--- src/rtl/alu_operand_stage_pkg.sv ---
// Shared types and constants for the ALU operand stage.
package alu_operand_stage_pkg;

  // Default operand / immediate width.
  localparam int DATA_W_DEF = 32;

  // Forward-select encoding that picks the register-file value.
  localparam int SEL_REG = 0;

  // Skid-buffer occupancy states.
  typedef enum logic [1:0] {
    ST_EMPTY = 2'd0,
    ST_ONE   = 2'd1,
    ST_FULL  = 2'd2
  } state_t;

endpackage

--- src/rtl/alu_operand_stage_fwd_mux.sv ---
// Forwarding select: register value for select 0 or any out-of-range
// select, otherwise forwarding bus (select - 1).
import alu_operand_stage_pkg::*;

module fwd_mux #(
  parameter int DATA_W = DATA_W_DEF,
  parameter int N_FWD  = 2,
  parameter int SEL_W  = $clog2(N_FWD + 1)
) (
  input  logic [SEL_W-1:0]             sel,
  input  logic [DATA_W-1:0]            reg_val,
  input  logic [N_FWD-1:0][DATA_W-1:0] fwd_data,
  output logic [DATA_W-1:0]            result
);

  // Priority-free select: at most one forwarding index can match sel.
  always_comb begin
    result = reg_val;
    for (int k = 0; k < N_FWD; k++) begin
      result = (sel == SEL_W'(k + 1)) ? fwd_data[k] : result;
    end
  end

endmodule

--- src/rtl/alu_operand_stage.sv ---
// ALU operand stage: resolves forwarded operands and holds them in a
// two-entry skid buffer so in_ready never depends combinationally on out_ready.
import alu_operand_stage_pkg::*;

module alu_operand_stage #(
  parameter int DATA_W = DATA_W_DEF,
  parameter int N_FWD  = 2,
  parameter int SEL_W  = $clog2(N_FWD + 1)
) (
  input  logic                         clk,
  input  logic                         rst_n,
  input  logic                         in_valid,
  output logic                         in_ready,
  input  logic [DATA_W-1:0]            reg_a,
  input  logic [DATA_W-1:0]            reg_b,
  input  logic [DATA_W-1:0]            imm,
  input  logic                         alu_src,
  input  logic [SEL_W-1:0]             fwd_sel_a,
  input  logic [SEL_W-1:0]             fwd_sel_b,
  input  logic [N_FWD-1:0][DATA_W-1:0] fwd_data,
  input  logic                         flush,
  output logic                         out_valid,
  input  logic                         out_ready,
  output logic [DATA_W-1:0]            op_a,
  output logic [DATA_W-1:0]            op_b,
  output logic [DATA_W-1:0]            store_data,
  output logic [1:0]                   occupancy
);

  state_t              state_r, state_nx;
  logic                in_ready_r, out_valid_r;
  logic [1:0]          occupancy_r;
  logic [DATA_W-1:0]   main_a_r, main_b_r, main_st_r;
  logic [DATA_W-1:0]   skid_a_r, skid_b_r, skid_st_r;
  logic [DATA_W-1:0]   res_a_s, rt_s, res_b_s;
  logic                accept_s;
  logic                load_main_in_s, load_main_skid_s, load_skid_s;

  fwd_mux #(.DATA_W(DATA_W), .N_FWD(N_FWD), .SEL_W(SEL_W)) u_mux_a (
    .sel      (fwd_sel_a),
    .reg_val  (reg_a),
    .fwd_data (fwd_data),
    .result   (res_a_s)
  );

  fwd_mux #(.DATA_W(DATA_W), .N_FWD(N_FWD), .SEL_W(SEL_W)) u_mux_rt (
    .sel      (fwd_sel_b),
    .reg_val  (reg_b),
    .fwd_data (fwd_data),
    .result   (rt_s)
  );

  assign res_b_s  = alu_src ? imm : rt_s;
  assign accept_s = in_valid & in_ready_r;

  // Next-state and data-movement decode; flush overrides everything.
  always_comb begin
    state_nx         = state_r;
    load_main_in_s   = 1'b0;
    load_main_skid_s = 1'b0;
    load_skid_s      = 1'b0;
    if (flush) begin
      state_nx = ST_EMPTY;
    end else begin
      case (state_r)
        ST_EMPTY: begin
          if (accept_s) begin
            state_nx       = ST_ONE;
            load_main_in_s = 1'b1;
          end else begin
            state_nx = ST_EMPTY;
          end
        end
        ST_ONE: begin
          if (accept_s && out_ready) begin
            state_nx       = ST_ONE;
            load_main_in_s = 1'b1;
          end else if (accept_s) begin
            state_nx    = ST_FULL;
            load_skid_s = 1'b1;
          end else if (out_ready) begin
            state_nx = ST_EMPTY;
          end else begin
            state_nx = ST_ONE;
          end
        end
        ST_FULL: begin
          if (out_ready) begin
            state_nx         = ST_ONE;
            load_main_skid_s = 1'b1;
          end else begin
            state_nx = ST_FULL;
          end
        end
        default: begin
          state_nx = ST_EMPTY;
        end
      endcase
    end
  end

  // State register plus registered handshake and occupancy outputs.
  always_ff @(posedge clk or negedge rst_n) begin
    if (!rst_n) begin
      state_r     <= ST_EMPTY;
      in_ready_r  <= 1'b1;
      out_valid_r <= 1'b0;
      occupancy_r <= 2'd0;
    end else begin
      state_r     <= state_nx;
      in_ready_r  <= (state_nx != ST_FULL);
      out_valid_r <= (state_nx != ST_EMPTY);
      occupancy_r <= (state_nx == ST_FULL) ? 2'd2 :
                     (state_nx == ST_ONE)  ? 2'd1 : 2'd0;
    end
  end

  // Operand storage: main entry drives the ALU, skid entry catches overflow.
  always_ff @(posedge clk or negedge rst_n) begin
    if (!rst_n) begin
      main_a_r  <= '0;
      main_b_r  <= '0;
      main_st_r <= '0;
      skid_a_r  <= '0;
      skid_b_r  <= '0;
      skid_st_r <= '0;
    end else begin
      if (load_main_in_s) begin
        main_a_r  <= res_a_s;
        main_b_r  <= res_b_s;
        main_st_r <= rt_s;
      end else if (load_main_skid_s) begin
        main_a_r  <= skid_a_r;
        main_b_r  <= skid_b_r;
        main_st_r <= skid_st_r;
      end
      if (load_skid_s) begin
        skid_a_r  <= res_a_s;
        skid_b_r  <= res_b_s;
        skid_st_r <= rt_s;
      end
    end
  end

  assign in_ready   = in_ready_r;
  assign out_valid  = out_valid_r;
  assign occupancy  = occupancy_r;
  assign op_a       = main_a_r;
  assign op_b       = main_b_r;
  assign store_data = main_st_r;

endmodule

--- config.mk ---
export PLATFORM = sky130hd
export DESIGN_NAME = alu_operand_stage
export DESIGN_NICKNAME = d
export VERILOG_FILES = /design/src/rtl/alu_operand_stage_pkg.sv /design/src/rtl/alu_operand_stage_fwd_mux.sv /design/src/rtl/alu_operand_stage.sv
export SDC_FILE = /design/constraint.sdc
export NUM_CORES = 1
export LEC_CHECK = 0
export ABC_CLOCK_PERIOD_IN_PS = 2600
export CORE_UTILIZATION = 30
export CTS_CLUSTER_DIAMETER = 40
export CTS_CLUSTER_SIZE = 28
export DETAILED_ROUTE_END_ITERATION = 8
export PLACE_DENSITY = 0.54
export SYNTH_ARGS = -nofsm -noshare
export SYNTH_HDL_FRONTEND = slang
export SYNTH_SLANG_ARGS = --single-unit
export TNS_END_PERCENT = 5
--- constraint.sdc ---
create_clock -name clk -period 2.6 [get_ports clk]
set_input_delay 0.39 -clock clk [delete_from_list [all_inputs] [get_ports clk]]
set_output_delay 0.39 -clock clk [all_outputs]
set_load 0.05 [all_outputs]
==> results of run 1 <==
## cells in the mapped netlist, drive strengths merged (2+ instances only)
cell / instances
dfrtp: 197
nand2: 130
o21ai: 110
mux2i: 67
nor2: 67
a221o: 64
buf: 47
clkbuf: 37
mux2: 33
o21a: 31
o221ai: 31
or3b: 31
a21oi: 20
a211oi: 17
a22oi: 17
nor2b: 17
and2: 3
inv: 3
and4bb: 2
ha: 2
nand3b: 2
or2: 2
## registers in the layout, summed over array words and instances, names as in the netlist, 2 cells and up
signal / count
occupancy: 2
op_a: 32
op_b: 32
skid_a_r: 32
skid_b_r: 32
skid_st_r: 32
state_r: 2
store_data: 32
## final timing paths
path	from	cells past startpoint	to	slack, ns
setup / recovery	in_ready	1	in_ready	0.41
hold / removal	rst_n	2	occupancy[0]	0.41
setup reg to reg	in_ready	7	op_a[20]	0.61
hold reg to reg	skid_a_r[29]	2	skid_a_r[29]	0.48
max in group asynchronous	rst_n	3	op_a[1]	1.41
min in group clk	skid_a_r[29]	2	skid_a_r[29]	0.48
## layout make-up
class	count	area (µm²)	area share, %
flip-flops and latches	198	4960	36.0
multi-input cells	653	4460	32.3
repair buffers	306	3190	23.1
well taps	435	544	3.95
clock buffers	17	425	3.09
clock inverters	15	180	1.31
diodes	6	15.0	0.109
inverters	3	11.3	0.0817
## metal layers
layer / routed length (µm) / global-route usage [%] / share of wire, %
met4: 556 / 6.08 / 1.7
met5: 0 / 0 / 0
met1: 14500 / 26.4 / 44
met3: 1760 / 3.71 / 5.3
met2: 16300 / 33.7 / 49
## power groups by stage
stage | clock (mW) | combinational (mW) | sequential [mW]
2_1_floorplan | 0 | 1.13 | 5.62
3_3_place_gp | 0 | 3.97 | 4.44
3_5_place_dp | 0 | 4.00 | 4.45
4_1_cts | 2.77 | 4.01 | 4.40
5_1_grt | 2.88 | 4.25 | 4.51
6_report | 2.69 | 3.96 | 4.40
## cell families (layout without fill, tap and decap cells)
| group | after synthesis | after routing | synth area share (%) |
|---|---|---|---|
| other | 0 | 6 | 0 |
| adders and majority gates | 2 | 2 | 0.256 |
| xor gates and xnor gates | 1 | 1 | 0.0897 |
| DFF | 198 | 198 | 50.8 |
| buffers and inverters | 87 | 341 | 3.97 |
| AOI/OAI and AO/OA | 294 | 294 | 21.9 |
| and+or+nand+nor | 256 | 256 | 12.3 |
| muxes | 100 | 100 | 10.7 |
==> run metrics, run 1 <==
Routed wire per std cell=20.2 µm; Top Ports=between 200 and 300; Switch Pwr=4.28 mW; Placed Area=13,100 µm²; required time worst endpoint=about 2.2 ns; Pint=between 6 and 7 mW; crit path time final=2.19 ns; DR iter-0 viols=444; sw frac=38.8%; die area=33,300 µm²; # fillers=3,019; final WL=33,000 µm; antenna violations before repair=6; area leader, netlist=dfrtp_1; initial core utilization=30.7%; final std cells w/o fill=~1.6k; Syn Area/Cell=10.4 µm²; crit path DAT=1.80 ns; dominant cells by area after synthesis=dfrtp_1, mux2i_1, a221o_1; async set-reset flop share out of synthesis=100%; Rel. slew slack=56.3%; max frequency=457 MHz; Die Width=roughly 180 µm; max incr delay on CP=~0.80 ns; status=complete, no violations; post-route cell area=13,800 µm²; DRC viols=0; DP Worst Slack=between 0.1 and 0.15 ns; hold buffer count at CTS=1; Synth top area share=slightly above 50%; Netlist Area Pre-Place=9760 µm²; core area=31,800 µm²; Buffers & Inverters on Critical Path=1; CTS resizes=0; Seq pwr share=approximately 40%; post-synthesis sequential area ratio=50.8%; share of power burned in combinational logic=35.8%; CTS Sinks=198; CTS clock-pin slew for the worst setup and hold paths=0.08 ns; Cell Rows=65; Max clock buf depth=2; Synth Flop Type=dfrtp_1; CP delay by family, top=buffers and inverters; CTS tree=done; DR pass1 iterations=5; most frequent cells in the layout=clkdlybuf4s50_1, dfrtp_1, nand2_1; final core utilization=a little over two fifths; final worst-path setup slack=0.413 ns; DP Wirelength=between 20,000 and 25,000 µm; TNS Setup=0 ns; critical path class=reg -> out; CP Capture Type=output port; Gate Count Post-Synth=938; Fin. Hold Viols=0; Hold Crit Class=in -> async; antenna violation net count after detailed routing=0; Worst-Margin Slew=0.655 ns; Fin Hold WS=0.414 ns; vias per cell=5.05; GPL Wtd Cong=0.839; I/O Buffers=between 200 and 300; post-CTS setup buffers=0; Post-Synthesis Net Count=1,110; Max Cap Viol=0; vias in the first global route=between 8k and 9k; # nets final=1,351; clock group share of total power=~24%; worst skew pair latency=around 0.43 ns; grt ovf=0; # setup viols final=0; first-pass GRT wire length=51,100 µm; most common cell after layout, fill and taps aside=clkdlybuf4s50_1; Cells after DPL=1,594; P&R area growth vs syn=41.2%; fin crit share=84.1%; Setup Skew=about 0.016 ns; largest net degree at the start of global routing=68; Leak Pwr=5.81 nW; clk root buf=clkbuf_16; layout cell share with drive strength beyond 1=11.7%; Design Power=11.0 mW; Yosys reg bits=roughly 200; Vias=8,239; CTS buffer count=17; Worst Path Max Fanout=4; peak supply drop=0.508 mV; Post-synth EDFFs=0; die height=approximately 180 µm; Power Dens Cells=802 nW/µm²; CTS H-tree lvls=4; CP max stage cell=clkdlybuf4s50_1; RSZ-0062 raised after global routing=no; All-Layer GR Usage=20.1%; CP Cell Sequence=clkdlybuf4s50_1; Startpoint Class=register; YS warnings=0; unique cell type count in the Yosys netlist=37; Slew Viols, Final=0
Power figures use the tool's default switching activity.
==> run 2: changes to the inputs <==
--- a/config.mk
+++ b/config.mk
@@ -5,12 +5,12 @@
 export SDC_FILE = /design/constraint.sdc
 export NUM_CORES = 1
 export LEC_CHECK = 0
-export ABC_CLOCK_PERIOD_IN_PS = 2600
+export ABC_CLOCK_PERIOD_IN_PS = 1810
 export CORE_UTILIZATION = 30
 export CTS_CLUSTER_DIAMETER = 40
 export CTS_CLUSTER_SIZE = 28
 export DETAILED_ROUTE_END_ITERATION = 8
-export PLACE_DENSITY = 0.54
+export PLACE_DENSITY = 0.56
 export SYNTH_ARGS = -nofsm -noshare
 export SYNTH_HDL_FRONTEND = slang
 export SYNTH_SLANG_ARGS = --single-unit
==> constraint.sdc (replaced) <==
create_clock -name clk -period 1.81 [get_ports clk]
set_input_delay 0.2715 -clock clk [delete_from_list [all_inputs] [get_ports clk]]
set_output_delay 0.2715 -clock clk [all_outputs]
set_load 0.05 [all_outputs]
==> run 2 against run 1 <==
Effect of this change:
- the run now ends with negative setup slack left
- flip-flop and latch count is the same
- clock-buffer cell count rose by 1
- worst hold slack got worse by 0.056 ns
- sequential power grew 45%
- register-to-register slack got worse by 0.67 ns
- largest power group unchanged
- combinational power grew 48%
==> run metrics, run 2 (synthesis gave the netlist of run 1 again) <==
critical path class=reg -> reg; CP startpoint=in_ready; share of power burned in combinational logic=36.3% (+0.5 points); Pint=9.79 mW (+45%); most frequent cells in the layout=dfrtp_1, clkdlybuf4s50_1, nand2_1; vias per cell=5.19 (+3.0%); Leak Pwr=6.18 nW (+6.3%); worst reg2reg path depth=7 (unchanged); Cell Rows=65 (unchanged); Seq pwr share=39.7% (about the same); clk root buf=clkbuf_16; CTS buffer count=17 (unchanged); sw frac=39.3% (+0.48 points); vias in the first global route=8,372 (-0.095%); Die Width=182 µm (unchanged); die area=33,300 µm² (unchanged); final core utilization=44.2% (+0.85 points); final worst-path setup slack=-0.0618 ns (-0.475 ns); worst skew pair latency=0.44 ns (about the same); TNS Setup=-2.86 ns (-2.86 ns); crit path DAT=2.25 ns (+0.45 ns); Worst-Margin Slew=0.618 ns (-0.0367 ns); grt ovf=0 (unchanged); Design Power=16.1 mW (+46%); worst r2r src=in_ready; Worst Path Max Fanout=32 (+28); first-pass GRT wire length=55,000 µm (+7.7%); antenna violation net count after detailed routing=0 (unchanged); All-Layer GR Usage=22.4% (+2.2 points); # fillers=3,037 (+0.60%); peak supply drop=0.722 mV (+42%); Startpoint Class=register; CTS H-tree lvls=4 (unchanged); final WL=37,800 µm (+15%); DR iter-0 viols=570 (+28%); max frequency=534 MHz; die height=182 µm (unchanged); # nets final=1,385 (+2.5%); DRC viols=0 (unchanged); CP Capture Type=register; antenna violations before repair=1 (-5); required time worst endpoint=2.18 ns (-0.03 ns); fin crit share=103%; CTS Sinks=198 (unchanged); Rel. slew slack=58.8% (+2.4 points); P&R area growth vs syn=43.9%; # setup viols final=101 (+101); Slew Viols, Final=0 (unchanged); DR pass1 iterations=5 (unchanged); Switch Pwr=6.33 mW (+48%); initial core utilization=30.7% (unchanged); Power Dens Cells=1150 nW/µm² (+43%); status=finished, violations left; Max Cap Viol=0 (unchanged); Top Ports=270 (unchanged); Fin. Hold Viols=0 (unchanged); CTS clock-pin slew for the worst setup and hold paths=0.08 ns (about the same); GPL Wtd Cong=0.826 (-1.6%); Hold Crit Class=in -> async; I/O Buffers=269 (unchanged); RSZ-0062 raised after global routing=yes; CTS tree=done; core area=31,800 µm² (unchanged); violated checks=negative setup slack; Routed wire per std cell=22.8 µm (+13%); largest net degree at the start of global routing=63 (-7.4%); DP Wirelength=27,300 µm (+14%); most common cell after layout, fill and taps aside=dfrtp_1; Fin Hold WS=0.359 ns (-0.0556 ns); layout cell share with drive strength beyond 1=22.8% (+11 points); Max clock buf depth=2 (unchanged); DP Worst Slack=-0.556 ns (-0.666 ns); Setup Skew=0.0144 ns (-0.00128 ns); clock group share of total power=24.0% (-0.4 points); Vias=8,628 (+4.7%); crit path time final=between 1.5 and 2 ns
run 2: changes by cell type in the layout (fill, tap and decap cells not counted), moves of 7 or more:
cell,previous run,this run
nor2_2,0,7
buf_12,18,27
o21ai_1,2,83
nor2_1,67,60
o21ai_0,108,25
buf_4,19,121
dlygate4sd2_1,0,17
clkdlybuf4s50_1,265,164
run 2: per-stage QoR:
| stage | instance area [µm²] | instances |
|---|---|---|
| detailed placement | 13300 | 1623 |
| global route | 14000 | 1661 |
| finish | 14000 | 1661 |
| CTS | 13900 | 1655 |
| global placement | 13300 | 1623 |
| floorplan | 9860 | 938 |
run 2: worst paths after layout:
path | end | slack, ns
worst max-delay path | store_data[25] | -0.06
worst max register to register | store_data[25] | -0.06
max in group asynchronous | op_b[30] | 0.79
worst min-delay path | op_b[12] | 0.36
worst min register to register | skid_a_r[31] | 0.49
min in group clk | skid_a_r[7] | 0.46
run 2: critical path, stage by stage (launching register included):
cell	delay, ns
dfstp_2	0.53
and2_4	0.14
ha_2	0.18
nand2_2	0.07
a211o_4	0.42
buf_12	0.21
nor2_1	0.12
a221o_1	0.12
run 2: layer usage:
layer / part of all wire [%] / global-route usage, % / routed length [µm]
met4: 1.8 / 6.45 / 688
met5: 0 / 0 / 0
met3: 4.9 / 4.11 / 1840
met2: 49 / 36.3 / 18700
met1: 44 / 30.4 / 16600
run 2: area by class of cell:
class	count	area [µm²]	area share (%)
Timing Repair Buffer	340	3390	24.2
Sequential cell	198	4960	35.3
Multi-Input combinational cell	653	4560	32.5
Clock buffer	18	439	3.13
Clock inverter	13	140	0.998
Antenna cell	1	2.50	0.0178
Tap cell	435	544	3.87
Inverter	3	11.3	0.0802
run 2: timing repair:
action | 4_1_cts | 5_1_grt
endpoints found under the setup margin | 147 | 191
hold endpoints to repair | 43 | 0
gates resized for setup | 26 | 21
hold buffers | 1 | 0
pin swaps | 3 | 1
buffers inserted | 0 | 1
gates cloned | 0 | 4
run 2: power groups by stage:
stage / Sequential, mW / Clock [mW] / Combinational, mW
CTS: 6.38 / 3.92 / 5.82
detailed placement: 6.43 / 0 / 5.85
global route: 6.52 / 4.10 / 6.22
floorplan: 8.08 / 0 / 1.74
global placement: 6.42 / 0 / 5.78
finish: 6.39 / 3.87 / 5.85
==> run 3: changes to the inputs <==
--- a/config.mk
+++ b/config.mk
@@ -8,8 +8,8 @@
 export ABC_CLOCK_PERIOD_IN_PS = 1810
 export CORE_UTILIZATION = 30
 export CTS_CLUSTER_DIAMETER = 40
-export CTS_CLUSTER_SIZE = 28
 export DETAILED_ROUTE_END_ITERATION = 8
+export HOLD_SLACK_MARGIN = 0.06
 export PLACE_DENSITY = 0.56
 export SYNTH_ARGS = -nofsm -noshare
 export SYNTH_HDL_FRONTEND = slang
==> results of run 3 <==
Same layout as run 2: the final DEF is identical, and so are final timing and power.
